<file path="config.mk">
export PLATFORM = sky130hd
export DESIGN_NAME = prog_loader
export DESIGN_NICKNAME = d
export VERILOG_FILES = /design/src/rtl/prog_loader.sv
export SDC_FILE = /design/constraint.sdc
export NUM_CORES = 1
export LEC_CHECK = 0
export CORE_MARGIN = 2
export CORE_UTILIZATION = 45
export CTS_BUF_LIST = sky130_fd_sc_hd__clkbuf_4 sky130_fd_sc_hd__clkbuf_8
export DETAILED_ROUTE_END_ITERATION = 10
export PLACE_DENSITY = 0.68
export SYNTH_ARGS = -nofsm -noshare
export SYNTH_HDL_FRONTEND = slang
export SYNTH_SLANG_ARGS = --single-unit
</file>
<file path="constraint.sdc">
create_clock -name clk -period 11.91 [get_ports clk]
set_input_delay 2.9775 -clock clk [delete_from_list [all_inputs] [get_ports clk]]
set_output_delay 2.9775 -clock clk [all_outputs]
set_load 0.05 [all_outputs]
</file>
<file path="src/rtl/prog_loader.sv">
// Byte-stream program loader: A5 sync, 16-bit big-endian word count, big-endian 32-bit words into imem.
// Define PROG_LOADER_CSUM_EN to add a trailing XOR checksum byte and the CSUM check state.
module prog_loader (
  input  logic        clk,
  input  logic        rst,
  input  logic [7:0]  in_data,
  input  logic        in_valid,
  output logic        in_ready,
  input  logic        clear,
  output logic        cpu_hold,
  output logic        imem_we,
  output logic [9:0]  imem_addr,
  output logic [31:0] imem_wdata,
  output logic        done,
  output logic        err,
  output logic [10:0] words_loaded
);

  typedef enum logic [2:0] {
    IDLE, CNT_HI, CNT_LO, DATA,
`ifdef PROG_LOADER_CSUM_EN
    CSUM,
`endif
    DONE, ERR
  } state_t;

`ifdef PROG_LOADER_CSUM_EN
  localparam state_t AFTER_DATA = CSUM;
`else
  localparam state_t AFTER_DATA = DONE;
`endif

  state_t      state, state_next;
  logic [15:0] cnt;
  logic [15:0] cnt_full;
  logic [1:0]  byte_idx;
  logic [10:0] word_idx;
  logic [23:0] word_buf;
  logic        accept;
  logic        last_word;
`ifdef PROG_LOADER_CSUM_EN
  logic [7:0]  xor_acc;
`endif

  assign accept    = in_valid & in_ready;
  assign cnt_full  = {cnt[15:8], in_data};
  assign last_word = (word_idx + 11'd1) == cnt[10:0];

  always_ff @(posedge clk or posedge rst) begin
    if (rst) state <= IDLE;
    else     state <= state_next;
  end

  always_comb begin
    state_next = state;
    in_ready   = 1'b1;
    done       = 1'b0;
    err        = 1'b0;
    cpu_hold   = 1'b1;
    case (state)
      IDLE:   if (accept && in_data == 8'hA5) state_next = CNT_HI;
      CNT_HI: if (accept) state_next = CNT_LO;
      CNT_LO: begin
        if (accept) begin
          if (cnt_full > 16'd1024)     state_next = ERR;
          else if (cnt_full == 16'd0)  state_next = AFTER_DATA;
          else                         state_next = DATA;
        end
      end
      DATA:   if (accept && byte_idx == 2'd3 && last_word) state_next = AFTER_DATA;
`ifdef PROG_LOADER_CSUM_EN
      CSUM:   if (accept) state_next = (in_data == xor_acc) ? DONE : ERR;
`endif
      DONE: begin
        in_ready = 1'b0;
        done     = 1'b1;
        cpu_hold = 1'b0;
        if (clear) state_next = IDLE;
      end
      ERR: begin
        in_ready = 1'b0;
        err      = 1'b1;
        if (clear) state_next = IDLE;
      end
      default: state_next = IDLE;
    endcase
  end

  // Datapath: the write is registered so imem_we lands the cycle after the 4th byte.
  always_ff @(posedge clk or posedge rst) begin
    if (rst) begin
      cnt          <= '0;
      byte_idx     <= '0;
      word_idx     <= '0;
      word_buf     <= '0;
      imem_we      <= 1'b0;
      imem_addr    <= '0;
      imem_wdata   <= '0;
      words_loaded <= '0;
`ifdef PROG_LOADER_CSUM_EN
      xor_acc      <= '0;
`endif
    end else begin
      imem_we <= 1'b0;
      if (accept) begin
        case (state)
          IDLE: begin
            if (in_data == 8'hA5) begin
              byte_idx     <= '0;
              word_idx     <= '0;
              words_loaded <= '0;
`ifdef PROG_LOADER_CSUM_EN
              xor_acc      <= '0;
`endif
            end
          end
          CNT_HI: cnt[15:8] <= in_data;
          CNT_LO: cnt       <= cnt_full;
          DATA: begin
            if (byte_idx == 2'd3) begin
              imem_we      <= 1'b1;
              imem_addr    <= word_idx[9:0];
              imem_wdata   <= {word_buf, in_data};
              word_idx     <= word_idx + 11'd1;
              words_loaded <= words_loaded + 11'd1;
              byte_idx     <= '0;
            end else begin
              word_buf <= {word_buf[15:0], in_data};
              byte_idx <= byte_idx + 2'd1;
            end
          end
          default: ;
        endcase
`ifdef PROG_LOADER_CSUM_EN
        if (state == CNT_HI || state == CNT_LO || state == DATA)
          xor_acc <= xor_acc ^ in_data;
`endif
      end
    end
  end

endmodule
</file>
After elaboration in Yosys (flattened, before gate mapping)
Cells that the tools add are included.
{ "word_totals": {"register_bits": 110, "ram_bits": 0, "in_bits": 12, "out_inout_bits": 58, "n_memories": 0, "elab_cells": 68, "latchBits": 0, "romBits": 0} }
{ "classes": {"eq_ne": 15, "add_sub_neg": 3, "reduce_logical": 14, "shift": 0, "bitwise_logic": 2, "div": 0, "n_lt_le_gt_ge": 1, "multipliers": 0, "mux": 23} }
{ "op_table": {"columns": ["cell", "n"], "rows": [
  ["11-bit one-hot mux with 2 select lines", 2],
  ["11-bit 2-to-1 mux", 3],
  ["11-bit by 1-bit adder with 11-bit output (second input constant)", 2],
  ["3-bit 2-to-1 mux", 7],
  ["16-bit by 11-bit > comparator with 1-bit output (second input constant)", 1],
  ["16-bit zero test", 1],
  ["3-bit one-hot mux with 5 select lines", 1],
  ["2-bit != test (second input constant)", 6],
  ["11-bit equality test", 1],
  ["3-bit AND reduction", 3],
  ["8-bit equality test (second input constant)", 1],
  ["1-bit 2-to-1 mux", 7],
  ["3-bit by 2-bit equality test with 1-bit output (second input constant)", 2],
  ["3-bit equality test (second input constant)", 2],
  ["5-bit AND reduction", 1],
  ["2-bit 2-to-1 mux", 2],
  ["2-bit one-hot mux with 2 select lines", 1],
  ["2-bit AND reduction", 2],
  ["4-bit AND reduction", 1],
  ["3-bit by 1-bit equality test with 1-bit output (second input constant)", 1],
  ["1-bit logical AND", 3],
  ["3-bit zero test", 1],
  ["2-bit by 1-bit adder with 2-bit output (second input constant)", 1],
  ["2-bit equality test (second input constant)", 1],
  ["other kinds (5)", 5]
]} }

Longest topological paths before layout
{ "logic_depth": {"depth_word": 8, "ltp_mapped": 9, "mapped_depth_nobuf": 7} }

Worst setup path before layout
Ideal clock, no wire load.
{ "synth_timing": {"path_type": "reg-to-output", "from": "register state[1]", "to": "output done", "path_stages_with_launch": 5, "path_buffers": 1, "path_slack_ps": 6995, "arrival_time_ps": 1937, "required_ps": 8932, "path_cell_list": "dfrtp_1 -> clkbuf_1 -> nand2b_1 -> nand2b_1 -> inv_1"} }
{ "synth_via": {"elab_chain_len": 2} }
{ "synth_lines": {"columns": ["element", "line_no", "rtl"], "rows": [
  ["start: declaration", "33", "state_t state, state_next;"],
  ["start signal: assignment", "51", "else state <= state_next;"],
  ["3-bit equality test", "60", "case (state)"],
  ["1-bit 2-to-1 mux", "60", null],
  ["end: declaration", "14", "output logic done,"]
]} }
Every way passes these cells.

Worst setup path after layout
{ "layout_timing": {"from": "input in_data[6]", "to": "register words_loaded[9]"} }
{ "layout_via": {"elab_chain_len": 3} }
{ "layout_lines": {"columns": ["element", "line_no", "rtl"], "rows": [
  ["start: declaration", "6", "input logic [7:0] in_data,"],
  ["8-bit equality test", "108", "if (in_data == 8'hA5) begin"],
  ["2-bit != test (no line)", null, null],
  ["4-bit AND reduction (no line)", null, null],
  ["end signal: assignment", "125", "words_loaded <= words_loaded + 11'd1;"],
  ["end: declaration", "16", "output logic [10:0] words_loaded"]
]} }
Every way passes these cells.
A chain may end at the register's enable or synchronous reset.

==> results.json <==
{
  "outcome": "finished clean",
  "cp_slowest_cell": "nor4b_4",
  "cts-buffers-inserted": 9,
  "clockRootBuffer": "clkbuf_8",
  "synth_top_area_share_pct": 56.64,
  "cts_setup_buffers": 0,
  "post-dp-hpwl_um": 7206,
  "antenna_cells": 0,
  "p_per_area_nw_per_um2": 233.0,
  "ys_ff_latch": 110,
  "rsz0062_at_grt": "false",
  "rrSetupSlack_ps": 9170,
  "clock_skew_ps": 15.78,
  "required_ps": 12140,
  "drv_slew": 0,
  "reg2reg_from": "word_idx[0]",
  "setup_tns_ps": 0,
  "drt-met1-wl_um": 4871,
  "worstPathArrival_ps": 5800,
  "startpoint": "in_data[6]",
  "nets": 551,
  "drtIter0Drc": 194,
  "synth_area_leaders": "dfrtp_1, nand2_1, mux2_2",
  "drtAntennaViolNets": 0,
  "async_flop_share_pct": 100.0,
  "area_delta_synth_final_pct": 20.73,
  "routabilityCongestion": 0.8066,
  "viasPerCell": 5.318,
  "grt_pass1_wl_um": 17860,
  "cts_tree": "built",
  "crit_path_start_kind": "input pin",
  "post_cts_resize_count": 0,
  "synth_cells": 478,
  "antenna_found_initial": 0,
  "seq_area_um2": 2753,
  "dp.cells": 661,
  "drt_pass1_iterations": 5,
  "track_usage_pct": 19.38,
  "finalHoldViolCount": 0,
  "finalCriticalPeriod_ps": 5567,
  "wl_per_cell_um": 15.42,
  "synth_top_area_cell": "dfrtp_1",
  "timing.fmax_mhz": 179.6,
  "io_buffers": 69,
  "die_width_um": 107.9,
  "routed_wl_um": 10440,
  "syn-num-nets": 493,
  "min_period_over_period_pct": 46.74,
  "core_um2": 10420,
  "fin_util_pct": 56.32,
  "hold_class": "reg2reg",
  "end_kind": "flip-flop",
  "syn_area_um2": 4860,
  "layoutNonFillerInstCount": 677,
  "setup_viol": 0,
  "die_h_um": 107.9,
  "maxSlewHeadroom_pct": 25.59,
  "grt_pass1_vias": 3586,
  "io_pins": 70,
  "tightest_slew_ps": 1108,
  "cp_max_fo": 13,
  "clk_latency_ps": 370,
  "die_area_um2": 11650,
  "initial_utilization_pct": 46.65,
  "leakage_nw": 2.638,
  "grt_max_degree": 68,
  "critPathCapture": "words_loaded[9]",
  "multi_input_area_um2": 1986,
  "synth.distinct_cells": 44,
  "nFillCells": 953,
  "drc": 0,
  "cts_buffer_depth": 2,
  "synth_edf_count": 0,
  "avgSynthCellArea_um2": 10.17,
  "top_layer": "met4",
  "dr_wl_met3_um": 367,
  "cts_hold_buf": 0,
  "rows": 37,
  "layout-drive-gt1-share_pct": 12.75,
  "grt_overflow": 0,
  "cap_violations": 0,
  "r2r-end": "state[0]",
  "met2WireLength_um": 5073,
  "ir_drop_mv": 0.1134,
  "path_cells": "clkdlybuf4s50_1, or4_4, nor4b_4, o221ai_2, nor4_1, xnor2_1, nor2_1",
  "cts.clk_slew.worst_paths_ps": 110,
  "cts_sinks": 110,
  "cts_max_level": 3,
  "path_class": "in2reg",
  "seq_area_frac_synth_pct": 56.64,
  "r2r_cells": 7,
  "finalPower_mw": 1.367,
  "yosys_warnings": 0,
  "num_vias": 3600,
  "cpPeakStageDelay_ps": 710,
  "hold_slack_ps": 472.6,
  "ys.flop_type": "dfrtp_1"
}
power by group:
group          switching, mW  leakage, nW  internal (mW)
Sequential            0.0983         1.43          0.496
Clock                  0.136        0.106          0.103
Combinational          0.315         1.10          0.219
how the worst min path moves through the flow:
stage / from / endpoint / slack [ps] / depth (start not counted)
2_1_floorplan: word_buf[16] / imem_wdata[24] / 430 / 2
3_3_place_gp: word_buf[21] / imem_wdata[29] / 450 / 2
3_5_place_dp: word_buf[17] / imem_wdata[25] / 460 / 2
4_1_cts: word_buf[21] / imem_wdata[29] / 480 / 2
5_1_grt: imem_wdata[27] / imem_wdata[27] / 510 / 2
6_report: word_buf[21] / imem_wdata[29] / 470 / 2
Yosys cell counts, types with 4 or more instances:
cell      count
mux2_2       41
nor4_1        6
xor2_1        4
a21oi_1       9
o31ai_1       4
inv_1         6
nand3_1       9
buf_2         5
dfrtp_1     110
nand2_1     147
nor2_1       23
o21ai_0      24
xnor2_1      18
nor3_1        7
nand2b_1      5
clkbuf_1     18
worst max-delay path: cells and delay by family:
| kind | cells | cell delay [ps] |
|---|---|---|
| buffers and inverters | 1 | 500 |
| XOR/XNOR | 1 | 170 |
| AND/OR/NAND/NOR | 4 | 1790 |
| AO/OA/AOI/OAI | 1 | 350 |
metal layers:
metal / up-vias / global-route usage (%)
li1: 1721 / -
met3: 11 / 3.087
met5: - / 0
met4: 0 / 6.227
met1: 1786 / 28.36
met2: 82 / 29.74
per-stage QoR:
step / instance area [um^2] / worst slack [ps]
after detailed placement: 5654 / 5972
after floorplan: 4860 / 6030
after CTS: 5867 / 6380
after global placement: 5654 / 6053
final: 5867 / 6343
after global routing: 5867 / 6090
state kept, by name, summed over array words and instances (netlist names):
| name | count |
|---|---|
| imem_we | 1 |
| word_buf | 24 |
| state | 3 |
| imem_wdata | 32 |
| imem_addr | 10 |
| byte_idx | 2 |
| cnt | 16 |
| words_loaded | 11 |
| word_idx | 11 |
cells by family (layout without fill, tap and decap cells):
group	after synthesis	in the layout	share of synthesized area, %
compound gates	52	52	6.797
xor+xnor	22	22	3.965
fa+ha+maj	3	3	0.7725
buf+inv	32	95	2.600
flops	110	110	56.64
mux	42	42	9.706
simple gates	217	217	19.52
final cells by class:
class / count / area share [%]
clock inverters: 7 / 1.514
repair buffers: 73 / 12.28
inverters: 6 / 0.4265
well taps: 136 / 2.900
flip-flops and latches: 110 / 46.92
clock buffers: 9 / 2.111
multi-input cells: 336 / 33.85
cell usage in the layout, fill, tap and decap left out, types with 2 or more instances in the layout:
master,count
clkbuf_8,9
nor3_1,7
nand2b_1,5
a211o_1,2
inv_1,5
nand2_1,146
and3_1,2
nor4_1,6
nand4_1,3
or3_1,3
o22ai_1,2
clkdlybuf4s50_1,69
nand3_1,9
xor2_1,4
buf_4,4
nor2_1,22
ha_1,3
dfrtp_1,110
or2_2,2
or4_1,2
mux2_2,41
xnor2_1,18
inv_8,3
o21ai_0,24
a22o_1,2
a21oi_1,9
o31ai_1,4
(Power assumes the default switching activity.)
